### config.mk
export PLATFORM = sky130hd
export DESIGN_NAME = if_stage_flat
export DESIGN_NICKNAME = d
export VERILOG_FILES = /design/src/rtl/if_stage_if.sv /design/src/rtl/if_stage.sv /design/src/flat_wrapper.sv
export SDC_FILE = /design/constraint.sdc
export NUM_CORES = 1
export LEC_CHECK = 0
export CAP_MARGIN = 20
export CORE_MARGIN = 1.5
export CORE_UTILIZATION = 50
export CTS_CLUSTER_DIAMETER = 200
export DETAILED_ROUTE_END_ITERATION = 8
export PLACE_DENSITY = 0.87
export SLEW_MARGIN = 40
export SYNTH_ARGS = -nofsm -noshare
export SYNTH_HDL_FRONTEND = slang
export SYNTH_SLANG_ARGS = --single-unit
### constraint.sdc
create_clock -name clk -period 5.39 [get_ports clk]
set_input_delay 0.539 -clock clk [delete_from_list [all_inputs] [get_ports clk]]
set_output_delay 0.539 -clock clk [all_outputs]
set_load 0.02 [all_outputs]
### src/rtl/if_stage_if.sv
// Bundle of the fetch stage's control, redirect, instruction-memory and IF/ID signals.
// The slave modport is the fetch stage; the master modport is the surrounding pipeline.
interface if_stage_if #(
  parameter int unsigned CNT_W = 16
);
  logic             PC_Write;
  logic             IF_ID_Write;
  logic             Branch_Taken;
  logic [31:0]      Branch_Target;
  logic             Jump;
  logic [31:0]      Jump_Target;
  logic [31:0]      imem_addr;
  logic [31:0]      imem_rdata;
  logic [31:0]      IF_ID_Instr;
  logic [31:0]      IF_ID_PC4;
  logic             IF_ID_Valid;
  logic [CNT_W-1:0] stall_cnt;
  logic [CNT_W-1:0] flush_cnt;

  modport master (
    output PC_Write, IF_ID_Write, Branch_Taken, Branch_Target, Jump, Jump_Target, imem_rdata,
    input  imem_addr, IF_ID_Instr, IF_ID_PC4, IF_ID_Valid, stall_cnt, flush_cnt
  );

  modport slave (
    input  PC_Write, IF_ID_Write, Branch_Taken, Branch_Target, Jump, Jump_Target, imem_rdata,
    output imem_addr, IF_ID_Instr, IF_ID_PC4, IF_ID_Valid, stall_cnt, flush_cnt
  );
endinterface

### src/rtl/if_stage.sv
// MIPS instruction-fetch stage with IF/ID pipeline register, load-use stall support,
// branch/jump redirect with one-bubble squash, and saturating stall/flush counters.
module if_stage #(
  parameter logic [31:0] RESET_PC  = 32'h0000_0000,
  parameter logic [31:0] NOP_INSTR = 32'h0000_0000,
  parameter int unsigned CNT_W     = 16
) (
  input logic       clk,
  input logic       rst_n,
  if_stage_if.slave bus
);

  localparam logic [CNT_W-1:0] CNT_MAX = '1;

  logic [31:0]      pc_q, pc_d;
  logic [31:0]      instr_q, instr_d;
  logic [31:0]      pc4_q, pc4_d;
  logic             valid_q, valid_d;
  logic [CNT_W-1:0] stall_q, stall_d;
  logic [CNT_W-1:0] flush_q, flush_d;

  logic             redirect;
  logic [31:0]      redirect_tgt;
  logic [31:0]      pc_plus4;

  // Branch beats jump when both fire: the branch belongs to the older instruction.
  assign redirect     = bus.Branch_Taken | bus.Jump;
  assign redirect_tgt = bus.Branch_Taken ? bus.Branch_Target : bus.Jump_Target;
  assign pc_plus4     = pc_q + 32'd4;

  // Next-state: redirect overrides both write enables, then enables, then hold.
  always_comb begin
    pc_d    = pc_q;
    instr_d = instr_q;
    pc4_d   = pc4_q;
    valid_d = valid_q;
    stall_d = stall_q;
    flush_d = flush_q;

    if (redirect) begin
      pc_d = redirect_tgt;
    end else if (bus.PC_Write) begin
      pc_d = pc_plus4;
    end

    if (redirect) begin
      instr_d = NOP_INSTR;
      pc4_d   = 32'd0;
      valid_d = 1'b0;
    end else if (bus.IF_ID_Write) begin
      instr_d = bus.imem_rdata;
      pc4_d   = pc_plus4;
      valid_d = 1'b1;
    end

    if (!bus.PC_Write && !redirect && (stall_q != CNT_MAX)) begin
      stall_d = stall_q + CNT_W'(1);
    end
    if (redirect && (flush_q != CNT_MAX)) begin
      flush_d = flush_q + CNT_W'(1);
    end
  end

  always_ff @(posedge clk or negedge rst_n) begin
    if (!rst_n) begin
      pc_q    <= RESET_PC;
      instr_q <= NOP_INSTR;
      pc4_q   <= 32'd0;
      valid_q <= 1'b0;
      stall_q <= '0;
      flush_q <= '0;
    end else begin
      pc_q    <= pc_d;
      instr_q <= instr_d;
      pc4_q   <= pc4_d;
      valid_q <= valid_d;
      stall_q <= stall_d;
      flush_q <= flush_d;
    end
  end

  assign bus.imem_addr   = pc_q;
  assign bus.IF_ID_Instr = instr_q;
  assign bus.IF_ID_PC4   = pc4_q;
  assign bus.IF_ID_Valid = valid_q;
  assign bus.stall_cnt   = stall_q;
  assign bus.flush_cnt   = flush_q;

endmodule
### src/flat_wrapper.sv
// flat-port wrapper written by rule: the top's interface ports become plain ports
module if_stage_flat 
#(
  parameter logic [31:0] RESET_PC  = 32'h0000_0000,
  parameter logic [31:0] NOP_INSTR = 32'h0000_0000,
  parameter int unsigned CNT_W     = 16
)
  (clk, rst_n, bus_PC_Write, bus_IF_ID_Write, bus_Branch_Taken, bus_Branch_Target, bus_Jump, bus_Jump_Target, bus_imem_rdata, bus_imem_addr, bus_IF_ID_Instr, bus_IF_ID_PC4, bus_IF_ID_Valid, bus_stall_cnt, bus_flush_cnt);
  if_stage_if #(.CNT_W(CNT_W)) bus_i ();
  input logic clk;
  input logic rst_n;
  input wire logic [$bits(bus_i.PC_Write)-1:0] bus_PC_Write;
  input wire logic [$bits(bus_i.IF_ID_Write)-1:0] bus_IF_ID_Write;
  input wire logic [$bits(bus_i.Branch_Taken)-1:0] bus_Branch_Taken;
  input wire logic [$bits(bus_i.Branch_Target)-1:0] bus_Branch_Target;
  input wire logic [$bits(bus_i.Jump)-1:0] bus_Jump;
  input wire logic [$bits(bus_i.Jump_Target)-1:0] bus_Jump_Target;
  input wire logic [$bits(bus_i.imem_rdata)-1:0] bus_imem_rdata;
  output wire logic [$bits(bus_i.imem_addr)-1:0] bus_imem_addr;
  output wire logic [$bits(bus_i.IF_ID_Instr)-1:0] bus_IF_ID_Instr;
  output wire logic [$bits(bus_i.IF_ID_PC4)-1:0] bus_IF_ID_PC4;
  output wire logic [$bits(bus_i.IF_ID_Valid)-1:0] bus_IF_ID_Valid;
  output wire logic [$bits(bus_i.stall_cnt)-1:0] bus_stall_cnt;
  output wire logic [$bits(bus_i.flush_cnt)-1:0] bus_flush_cnt;
  assign bus_i.PC_Write = bus_PC_Write;
  assign bus_i.IF_ID_Write = bus_IF_ID_Write;
  assign bus_i.Branch_Taken = bus_Branch_Taken;
  assign bus_i.Branch_Target = bus_Branch_Target;
  assign bus_i.Jump = bus_Jump;
  assign bus_i.Jump_Target = bus_Jump_Target;
  assign bus_i.imem_rdata = bus_imem_rdata;
  assign bus_imem_addr = bus_i.imem_addr;
  assign bus_IF_ID_Instr = bus_i.IF_ID_Instr;
  assign bus_IF_ID_PC4 = bus_i.IF_ID_PC4;
  assign bus_IF_ID_Valid = bus_i.IF_ID_Valid;
  assign bus_stall_cnt = bus_i.stall_cnt;
  assign bus_flush_cnt = bus_i.flush_cnt;
  if_stage #(.RESET_PC(RESET_PC), .NOP_INSTR(NOP_INSTR), .CNT_W(CNT_W)) u_core (.clk(clk), .rst_n(rst_n), .bus(bus_i));
endmodule
==> run summary, run 1 <==
GLOBAL ROUTE
--------------------------------------------------------------------------------------------------
Largest net degree at the start of global routing                                               94
Total track usage                                                                            0.294
Total global routing overflow                                                                    0
Via count of the first global-routing pass                                                    6194
Number of antenna violations at the first check in global routing                                0
Global-route wire length before repair                                                    32600 µm

POWER
--------------------------------------------------------------------------------------------------
Sw power                                                                                    951 µW
P per Cell Area                                                                         334 nW/µm²
Clock Power Share                                                                            0.396
Leakage power total                                                                        4.15 nW
Sequential share of power                                                                    0.371
Switching share of power                                                                     0.291
Total power                                                                                3.26 mW
Internal power component                                                                   2.31 mW
Combinational power share                                                                    0.233
Worst VDD drop                                                                              165 µV

FINAL LAYOUT
--------------------------------------------------------------------------------------------------
Final cell utilization of the core                                                           0.741
Number of nets in the layout                                                                  1022
Finished Layout Cells                                                                         1106
Multi-input gate area in the final layout                                                 3270 µm²
Flip-flop and latch area                                                                  3230 µm²
Post-route design area                                                                    9770 µm²
Area added between synthesis and finish                                                      44.9%
Most frequent cells in the layout                                                     sky130_fd_sc_hd__clkdlybuf4s50_1, sky130_fd_sc_hd__dfrtp_1, sky130_fd_sc_hd__nor2_1, sky130_fd_sc_hd__o21ai_0, sky130_fd_sc_hd__a21oi_1
Fill cells                                                                                     944
Count of inserted antenna diode cells                                                            0
Leading cell type in the layout, fill and taps excluded                               sky130_fd_sc_hd__clkdlybuf4s50_1
Ratio of cells with drive above 1 in the final layout                                       0.0613

FLOW RUN
--------------------------------------------------------------------------------------------------
Total of max-cap violations                                                                      0

SYNTH
--------------------------------------------------------------------------------------------------
Share of synthesized area occupied by flip-flops and latches                                 0.479
Syn avg cell area                                                                         9.55 µm²
Most common flop cell mapped by yosys                                                 sky130_fd_sc_hd__dfrtp_1
Main combinational cell family by area after synthesis                                simple AND/OR/NAND/NOR gates
Number of storage elements in the synthesis netlist                                            129
Yosys warnings                                                                                   0
Simple-gate share of the synthesized area                                                    0.189
Post-synthesis mux area share                                                               0.0675
Synth Net Count                                                                                811
Asr flop ratio synth                                                                          1.00
Library cells used by synthesis                                                                 56
Adder-cell area share of the yosys netlist                                                 0.00556
Post-synthesis cell count                                                                      706
Fraction of synthesized cell area taken by the top area cell type                            0.479
Fraction of the mapped netlist area in compound gates                                        0.152
Cell types with the largest area share after synthesis                                sky130_fd_sc_hd__dfrtp_1, sky130_fd_sc_hd__mux2i_1, sky130_fd_sc_hd__o21ai_0
Number of enable flip-flop cells after synthesis                                                 0
Cell Area, Synth                                                                          6750 µm²
Post-synthesis xor/xnor area fraction                                                       0.0688
Largest area contributor in the netlist                                               sky130_fd_sc_hd__dfrtp_1

CLOCK NETWORK
--------------------------------------------------------------------------------------------------
Maximum buffer depth of the clock tree                                                           2
Clock latency at the later pin of the worst-skew pair                                      0.42 ns
Root buf cell                                                                         sky130_fd_sc_hd__clkbuf_16
Number of setup buffers added after CTS                                                          0
Total clock sinks                                                                              129
CTS tree                                                                                      done
H-tree levels                                                                                    4
Hold-fix buffers, CTS                                                                            0
Clock transition time at the flip-flop clock pins of the worst setup and hold paths        0.06 ns
Count of cells resized by post-cts repair                                                        0
Number of buffers added by the clock tree synthesis step                                        17

ROUTE
--------------------------------------------------------------------------------------------------
Via-to-Cell Ratio                                                                             5.69
Wire length on met1                                                                        8440 µm
Wirelength per Cell                                                                        18.3 µm
Met2 wirelength from detailed routing                                                      9600 µm
DR WL met3                                                                                 1510 µm
DRC viols                                                                                        0
Remaining antenna violation count after routing                                                  0
Uppermost layer routed                                                                        met4
Drt pass-1 iters                                                                                 5
First-iteration detailed-routing DRC count                                                     611
Via count of the routed design                                                                6292
Routed WL                                                                                 20300 µm

PLACE
--------------------------------------------------------------------------------------------------
Routability congestion estimate                                                              0.883
Count of input and output buffers                                                              230
Detailed-placement wirelength estimate                                                    14100 µm
Number of placed cells counting well taps                                                     1074
Post-DP Area                                                                              9110 µm²

TIMING
--------------------------------------------------------------------------------------------------
Final setup vio count                                                                            0
RSZ-0062 raised after global routing                                                         false
Clock period minus final worst setup slack                                                 2.67 ns
Worst max-slew margin expressed relative to the limit                                        0.467
Actual slew at the worst max-slew pin                                                     0.799 ns
Sum of negative setup slack                                                                   0 ns
Final count of hold timing violations                                                            0
Final period util                                                                            0.495
Setup clock skew after layout                                                           0.00640 ns
Final count of pins violating max slew                                                           0
Peak clock frequency supported by timing                                                   375 MHz

FLOORPLANNING
--------------------------------------------------------------------------------------------------
Row count                                                                                       42
Boundary Pins                                                                                  231
Total Die Area                                                                           14200 µm²
Area of the core                                                                         13200 µm²
Height of the die                                                                           119 µm
Die width                                                                                   119 µm
Initial core utilization                                                                     0.511

STATUS
--------------------------------------------------------------------------------------------------
Run status                                                                            complete, no violations

CRITICAL PATH
--------------------------------------------------------------------------------------------------
Reg2Reg Depth                                                                                    5
Crit start category                                                                   primary input
Worst EP required                                                                          5.72 ns
Arrival time of the worst setup path                                                       3.00 ns
Kind of end point of the critical path                                                        flop
CP max FO                                                                                       66
Classification of the worst setup path                                                      in2reg

WORST HOLD PATH
--------------------------------------------------------------------------------------------------
Tightest Hold Check Type                                                                  in2async

==> sequential cells by signal (all words and copies together) (netlist names) <==
name                    count
u_core.bus.IF_ID_Instr     32
u_core.bus.IF_ID_PC4       32
u_core.bus.imem_addr       32
u_core.bus.flush_cnt       16
u_core.bus.stall_cnt       16
u_core.bus.IF_ID_Valid      1
==> worst max-delay path, cell delays in order <==
cell	delay (ns)
sky130_fd_sc_hd__buf_2	0.08
sky130_fd_sc_hd__buf_4	0.50
sky130_fd_sc_hd__or2_2	0.26
sky130_fd_sc_hd__buf_4	0.58
sky130_fd_sc_hd__nand2b_1	0.20
sky130_fd_sc_hd__nor3_1	0.42
sky130_fd_sc_hd__a31oi_1	0.16
sky130_fd_sc_hd__a41oi_1	0.17
==> stage by stage <==
step / hold WS [ns] / setup WS, ns
after floorplan: 0.243 / 3.41
after global placement: 0.474 / 1.99
after detailed placement: 0.489 / 1.93
after CTS: 0.147 / 2.36
after global routing: 0.189 / 2.51
final: 0.133 / 2.72
==> worst paths after layout <==
kind                                                   endpoint                                 from  slack (ns)
hold / removal             u_core.bus.IF_ID_PC4[25]$_DFFE_PN0P_                                rst_n        0.13
max in group asynchronous  u_core.bus.imem_addr[11]$_DFFE_PN0N_                                rst_n        4.30
hold reg to reg              u_core.bus.IF_ID_Valid$_DFFE_PN0P_   u_core.bus.IF_ID_Valid$_DFFE_PN0P_        0.50
min in group clk             u_core.bus.IF_ID_Valid$_DFFE_PN0P_   u_core.bus.IF_ID_Valid$_DFFE_PN0P_        0.50
setup / recovery           u_core.bus.flush_cnt[14]$_DFFE_PN0P_                     bus_Branch_Taken        2.72
setup reg to reg           u_core.bus.imem_addr[24]$_DFFE_PN0N_  u_core.bus.imem_addr[2]$_DFFE_PN0N_        3.12
==> cell usage after synthesis, types with 2 or more instances <==
cell                        number
sky130_fd_sc_hd__nand2_1        50
sky130_fd_sc_hd__o32a_1          2
sky130_fd_sc_hd__and3_1          9
sky130_fd_sc_hd__xor2_1         21
sky130_fd_sc_hd__ha_1            3
sky130_fd_sc_hd__a31oi_1         5
sky130_fd_sc_hd__or3_1           3
sky130_fd_sc_hd__inv_1          18
sky130_fd_sc_hd__a211oi_1        8
sky130_fd_sc_hd__a21oi_1        58
sky130_fd_sc_hd__nor3_1         26
sky130_fd_sc_hd__nand4_1        21
sky130_fd_sc_hd__o2bb2a_1        6
sky130_fd_sc_hd__nand4_4         2
sky130_fd_sc_hd__nand2b_1        2
sky130_fd_sc_hd__o21ai_0        61
sky130_fd_sc_hd__dfrtp_1       129
sky130_fd_sc_hd__clkbuf_1       26
sky130_fd_sc_hd__o22a_1          2
sky130_fd_sc_hd__a2bb2oi_1      12
sky130_fd_sc_hd__nor4_2          2
sky130_fd_sc_hd__buf_1           6
sky130_fd_sc_hd__xnor2_1        32
sky130_fd_sc_hd__nor2b_1        18
sky130_fd_sc_hd__nor2_1         71
sky130_fd_sc_hd__o21a_1          4
sky130_fd_sc_hd__o31a_1          2
sky130_fd_sc_hd__mux2_2          4
sky130_fd_sc_hd__a21o_1          3
sky130_fd_sc_hd__buf_6           2
sky130_fd_sc_hd__nand3_1        16
sky130_fd_sc_hd__and2_1          8
sky130_fd_sc_hd__buf_2           5
sky130_fd_sc_hd__and4_1          7
sky130_fd_sc_hd__mux2i_1        41
==> power by group through the flow <==
stage	Clock (mW)	Sequential (mW)	Combinational [mW]
6_report	1.29	1.21	0.760
5_1_grt	1.34	1.23	0.813
4_1_cts	1.31	1.21	0.762
3_5_place_dp	0	1.22	0.756
3_3_place_gp	0	1.22	0.740
2_1_floorplan	0	1.31	0.269
==> cell families after synthesis <==
group / after synthesis
fa+ha+maj: 3
simple gates: 245
mux: 45
flops: 129
xor+xnor: 53
buf+inv: 60
compound gates: 171
==> final cells by class <==
type                    instances  share of cell area
clock buffers                  22              0.0495
multi-input cells             517               0.334
well taps                     176              0.0225
clock inverters                10              0.0183
flip-flops and latches        129               0.330
repair buffers                234               0.238
inverters                      18             0.00691
==> per-layer routing <==
| layer | GRT usage | vias to the layer above |
|---|---|---|
| li1 | - | 2921 |
| met1 | 0.397 | 3024 |
| met2 | 0.461 | 291 |
| met3 | 0.0508 | 56 |
| met4 | 0.141 | 0 |
| met5 | 0 | - |
Power figures use the tool's default switching activity.
==> run 2: changes to the inputs <==
--- a/config.mk
+++ b/config.mk
@@ -7,10 +7,10 @@
 export LEC_CHECK = 0
 export CAP_MARGIN = 20
 export CORE_MARGIN = 1.5
-export CORE_UTILIZATION = 50
+export CORE_UTILIZATION = 42
 export CTS_CLUSTER_DIAMETER = 200
 export DETAILED_ROUTE_END_ITERATION = 8
-export PLACE_DENSITY = 0.87
+export PLACE_DENSITY = 0.78
 export SLEW_MARGIN = 40
 export SYNTH_ARGS = -nofsm -noshare
 export SYNTH_HDL_FRONTEND = slang
==> constraint.sdc (replaced) <==
create_clock -name clk -period 2.2 [get_ports clk]
set_input_delay 0.22 -clock clk [delete_from_list [all_inputs] [get_ports clk]]
set_output_delay 0.22 -clock clk [all_outputs]
set_load 0.02 [all_outputs]
==> run 2 against run 1 <==
  * Register-to-register slack worse by 3.0 ns
  * Clock power rose by 130%
  * First-iteration DRC count decreased by 32%
  * Worst setup slack lost 2.6 ns
  * Critical path depth fell by 2
  * Sequential share of layout area down 0.93 points
  * Clock-buffer cell count shrank 3
  * Routed wire length rose by 4.2%
  * Non-clock buffer count up 28
  * Flip-flop and latch count stayed put
  * Utilization is 10 points lower
  * Sequential power up 140%
  * Highest routed layer unchanged
==> run summary, run 2 (same netlist as run 1, synthesis figures left out) <==
FLOORPLANNING
--------------------------------------------------------------------------------------------------
Height of the die                                                                           130 µm   +8.9%
Boundary Pins                                                                                  231   unchanged
Row count                                                                                       46   +9.5%
Initial core utilization                                                                     0.428   -0.0837
Area of the core                                                                         15800 µm²   +20%
Total Die Area                                                                           16800 µm²   +19%
Die width                                                                                   130 µm   +8.9%

FLOW RUN
--------------------------------------------------------------------------------------------------
Total of max-cap violations                                                                      0   unchanged

TIMING
--------------------------------------------------------------------------------------------------
Final count of hold timing violations                                                            0   unchanged
Final period util                                                                            0.933
Final setup vio count                                                                            0   unchanged
RSZ-0062 raised after global routing                                                         false
Clock period minus final worst setup slack                                                 2.05 ns
Sum of negative setup slack                                                                   0 ns   unchanged
Setup clock skew after layout                                                           0.00761 ns   +0.00121 ns
Final count of pins violating max slew                                                           0   unchanged
Worst max-slew margin expressed relative to the limit                                        0.616   +0.149
Actual slew at the worst max-slew pin                                                     0.572 ns   -0.227 ns
Peak clock frequency supported by timing                                                   487 MHz

CLOCK NETWORK
--------------------------------------------------------------------------------------------------
Number of buffers added by the clock tree synthesis step                                        17   unchanged
H-tree levels                                                                                    4   unchanged
Count of cells resized by post-cts repair                                                        0   unchanged
Root buf cell                                                                         sky130_fd_sc_hd__clkbuf_16
Clock transition time at the flip-flop clock pins of the worst setup and hold paths        0.06 ns   about the same
CTS tree                                                                                      done
Total clock sinks                                                                              129   unchanged
Maximum buffer depth of the clock tree                                                           2   unchanged
Clock latency at the later pin of the worst-skew pair                                      0.42 ns   about the same

POWER
--------------------------------------------------------------------------------------------------
Leakage power total                                                                        4.27 nW   +3.1%
Worst VDD drop                                                                              570 µV   +250%
P per Cell Area                                                                         787 nW/µm²   +140%

CRITICAL PATH
--------------------------------------------------------------------------------------------------
Worst EP required                                                                          2.50 ns   -3.22 ns
Flop-to-flop setup slack                                                                   0.15 ns   -2.97 ns
Cells along the critical path                                                         ha_1, nand3_1, or4_1, and2_1, nor2b_1, xor2_1
Classification of the worst setup path                                                     reg2reg
Arrival time of the worst setup path                                                       2.35 ns   -0.65 ns
Crit start category                                                                           flop
CP max FO                                                                                        4   -94%
Slowest stage cell on the critical path                                               sky130_fd_sc_hd__or4_1
Kind of end point of the critical path                                                        flop
CP max stage delay                                                                         0.63 ns   +0.05 ns

GLOBAL ROUTE
--------------------------------------------------------------------------------------------------
Largest net degree at the start of global routing                                               65   -31%
Global-route wire length before repair                                                    32900 µm   +1.2%
Number of antenna violations at the first check in global routing                                0   unchanged
Via count of the first global-routing pass                                                    6072   -2.0%
Total global routing overflow                                                                    0   unchanged
Total track usage                                                                            0.256   -0.0372

PLACE
--------------------------------------------------------------------------------------------------
Routability congestion estimate                                                              0.865   -2.0%
Detailed-placement wirelength estimate                                                    15300 µm   +8.5%
Count of input and output buffers                                                              230   unchanged
Post-DP Area                                                                              9410 µm²   +3.3%

FINAL LAYOUT
--------------------------------------------------------------------------------------------------
Ratio of cells with drive above 1 in the final layout                                       0.0866   +0.0253
Most frequent cells in the layout                                                     sky130_fd_sc_hd__clkdlybuf4s50_1, sky130_fd_sc_hd__dfrtp_1, sky130_fd_sc_hd__nor2_1, sky130_fd_sc_hd__o21ai_0, sky130_fd_sc_hd__a21oi_1
Post-route design area                                                                   10100 µm²   +2.9%
Area added between synthesis and finish                                                      49.1%
Count of inserted antenna diode cells                                                            0   unchanged
Leading cell type in the layout, fill and taps excluded                               sky130_fd_sc_hd__clkdlybuf4s50_1
Number of nets in the layout                                                                  1050   +2.7%

ROUTE
--------------------------------------------------------------------------------------------------
Wirelength per Cell                                                                        18.0 µm   -1.8%
Via count of the routed design                                                                6280   -0.19%
Drt pass-1 iters                                                                                 5   unchanged
Remaining antenna violation count after routing                                                  0   unchanged
Via-to-Cell Ratio                                                                             5.35   -6.0%
Routed WL                                                                                 21100 µm   +4.2%
First-iteration detailed-routing DRC count                                                     418   -32%
DRC viols                                                                                        0   unchanged

WORST HOLD PATH
--------------------------------------------------------------------------------------------------
Tightest Hold Check Type                                                                  in2async

STATUS
--------------------------------------------------------------------------------------------------
Run status                                                                            complete, no violations

-- run 2: timing repair --
| action | in CTS | in global routing |
|---|---|---|
| endpoints found under the hold margin | 41 | 0 |
| buffers inserted | 0 | 0 |
| hold buffers | 1 | 0 |
-- run 2: worst paths after layout --
| path | cells past startpoint | from | end |
|---|---|---|---|
| max | 6 | u_core.bus.stall_cnt[0]$_DFFE_PN0P_ | u_core.bus.stall_cnt[4]$_DFFE_PN0P_ |
| min | 2 | rst_n | u_core.bus.IF_ID_Instr[30]$_DFFE_PN0P_ |
| max reg2reg | 6 | u_core.bus.stall_cnt[0]$_DFFE_PN0P_ | u_core.bus.stall_cnt[4]$_DFFE_PN0P_ |
| min reg2reg | 1 | u_core.bus.flush_cnt[7]$_DFFE_PN0P_ | u_core.bus.flush_cnt[7]$_DFFE_PN0P_ |
| max in group asynchronous | 3 | rst_n | u_core.bus.IF_ID_PC4[26]$_DFFE_PN0P_ |
| min in group clk | 2 | bus_IF_ID_Write | u_core.bus.IF_ID_PC4[29]$_DFFE_PN0P_ |
-- run 2: cell type report --
class / instances / area (µm²)
repair buffers: 262 / 2590
inverters: 18 / 67.6
multi-input cells: 517 / 3260
flip-flops and latches: 129 / 3230
clock buffers: 19 / 453
fillers: 1291 / 5710
clock inverters: 13 / 185
well taps: 216 / 270
-- run 2: per-layer routing --
layer	wire length, µm	vias up	global-route usage
met1	9190	2972	0.355
li1	-	2998	-
met5	0	-	0
met2	9920	272	0.395
met4	483	0	0.0948
met3	1540	38	0.0582
-- run 2: power by group --
group / switching [mW] / internal [mW] / total, mW
registers: 0.320 / 2.62 / 2.94
logic: 0.976 / 0.971 / 1.95
clock network: 1.08 / 1.95 / 3.03
total: 2.37 / 5.55 / 7.92
-- run 2: critical path, delay by kind of cell (launching register included) --
family | cells | cell delay, ns
simple gates | 4 | 1.17
xor+xnor | 1 | 0.14
flops | 1 | 0.42
fa+ha+maj | 1 | 0.21
-- run 2: metrics by stage --
| step | cells | setup WS (ns) | utilization | hold slack, ns | total power [mW] |
|---|---|---|---|---|---|
| floorplan | 706 | 0.215 | - | -0.0756 | 3.88 |
| global placement | 1141 | 0.157 | 0.597 | 0.177 | 4.87 |
| detailed placement | 1141 | 0.136 | 0.597 | 0.173 | 4.90 |
| CTS | 1174 | 0.160 | 0.638 | 0.293 | 7.96 |
| global route | 1174 | 0.0355 | 0.638 | 0.315 | 8.25 |
| finish | 1174 | 0.147 | 0.638 | 0.277 | 7.92 |
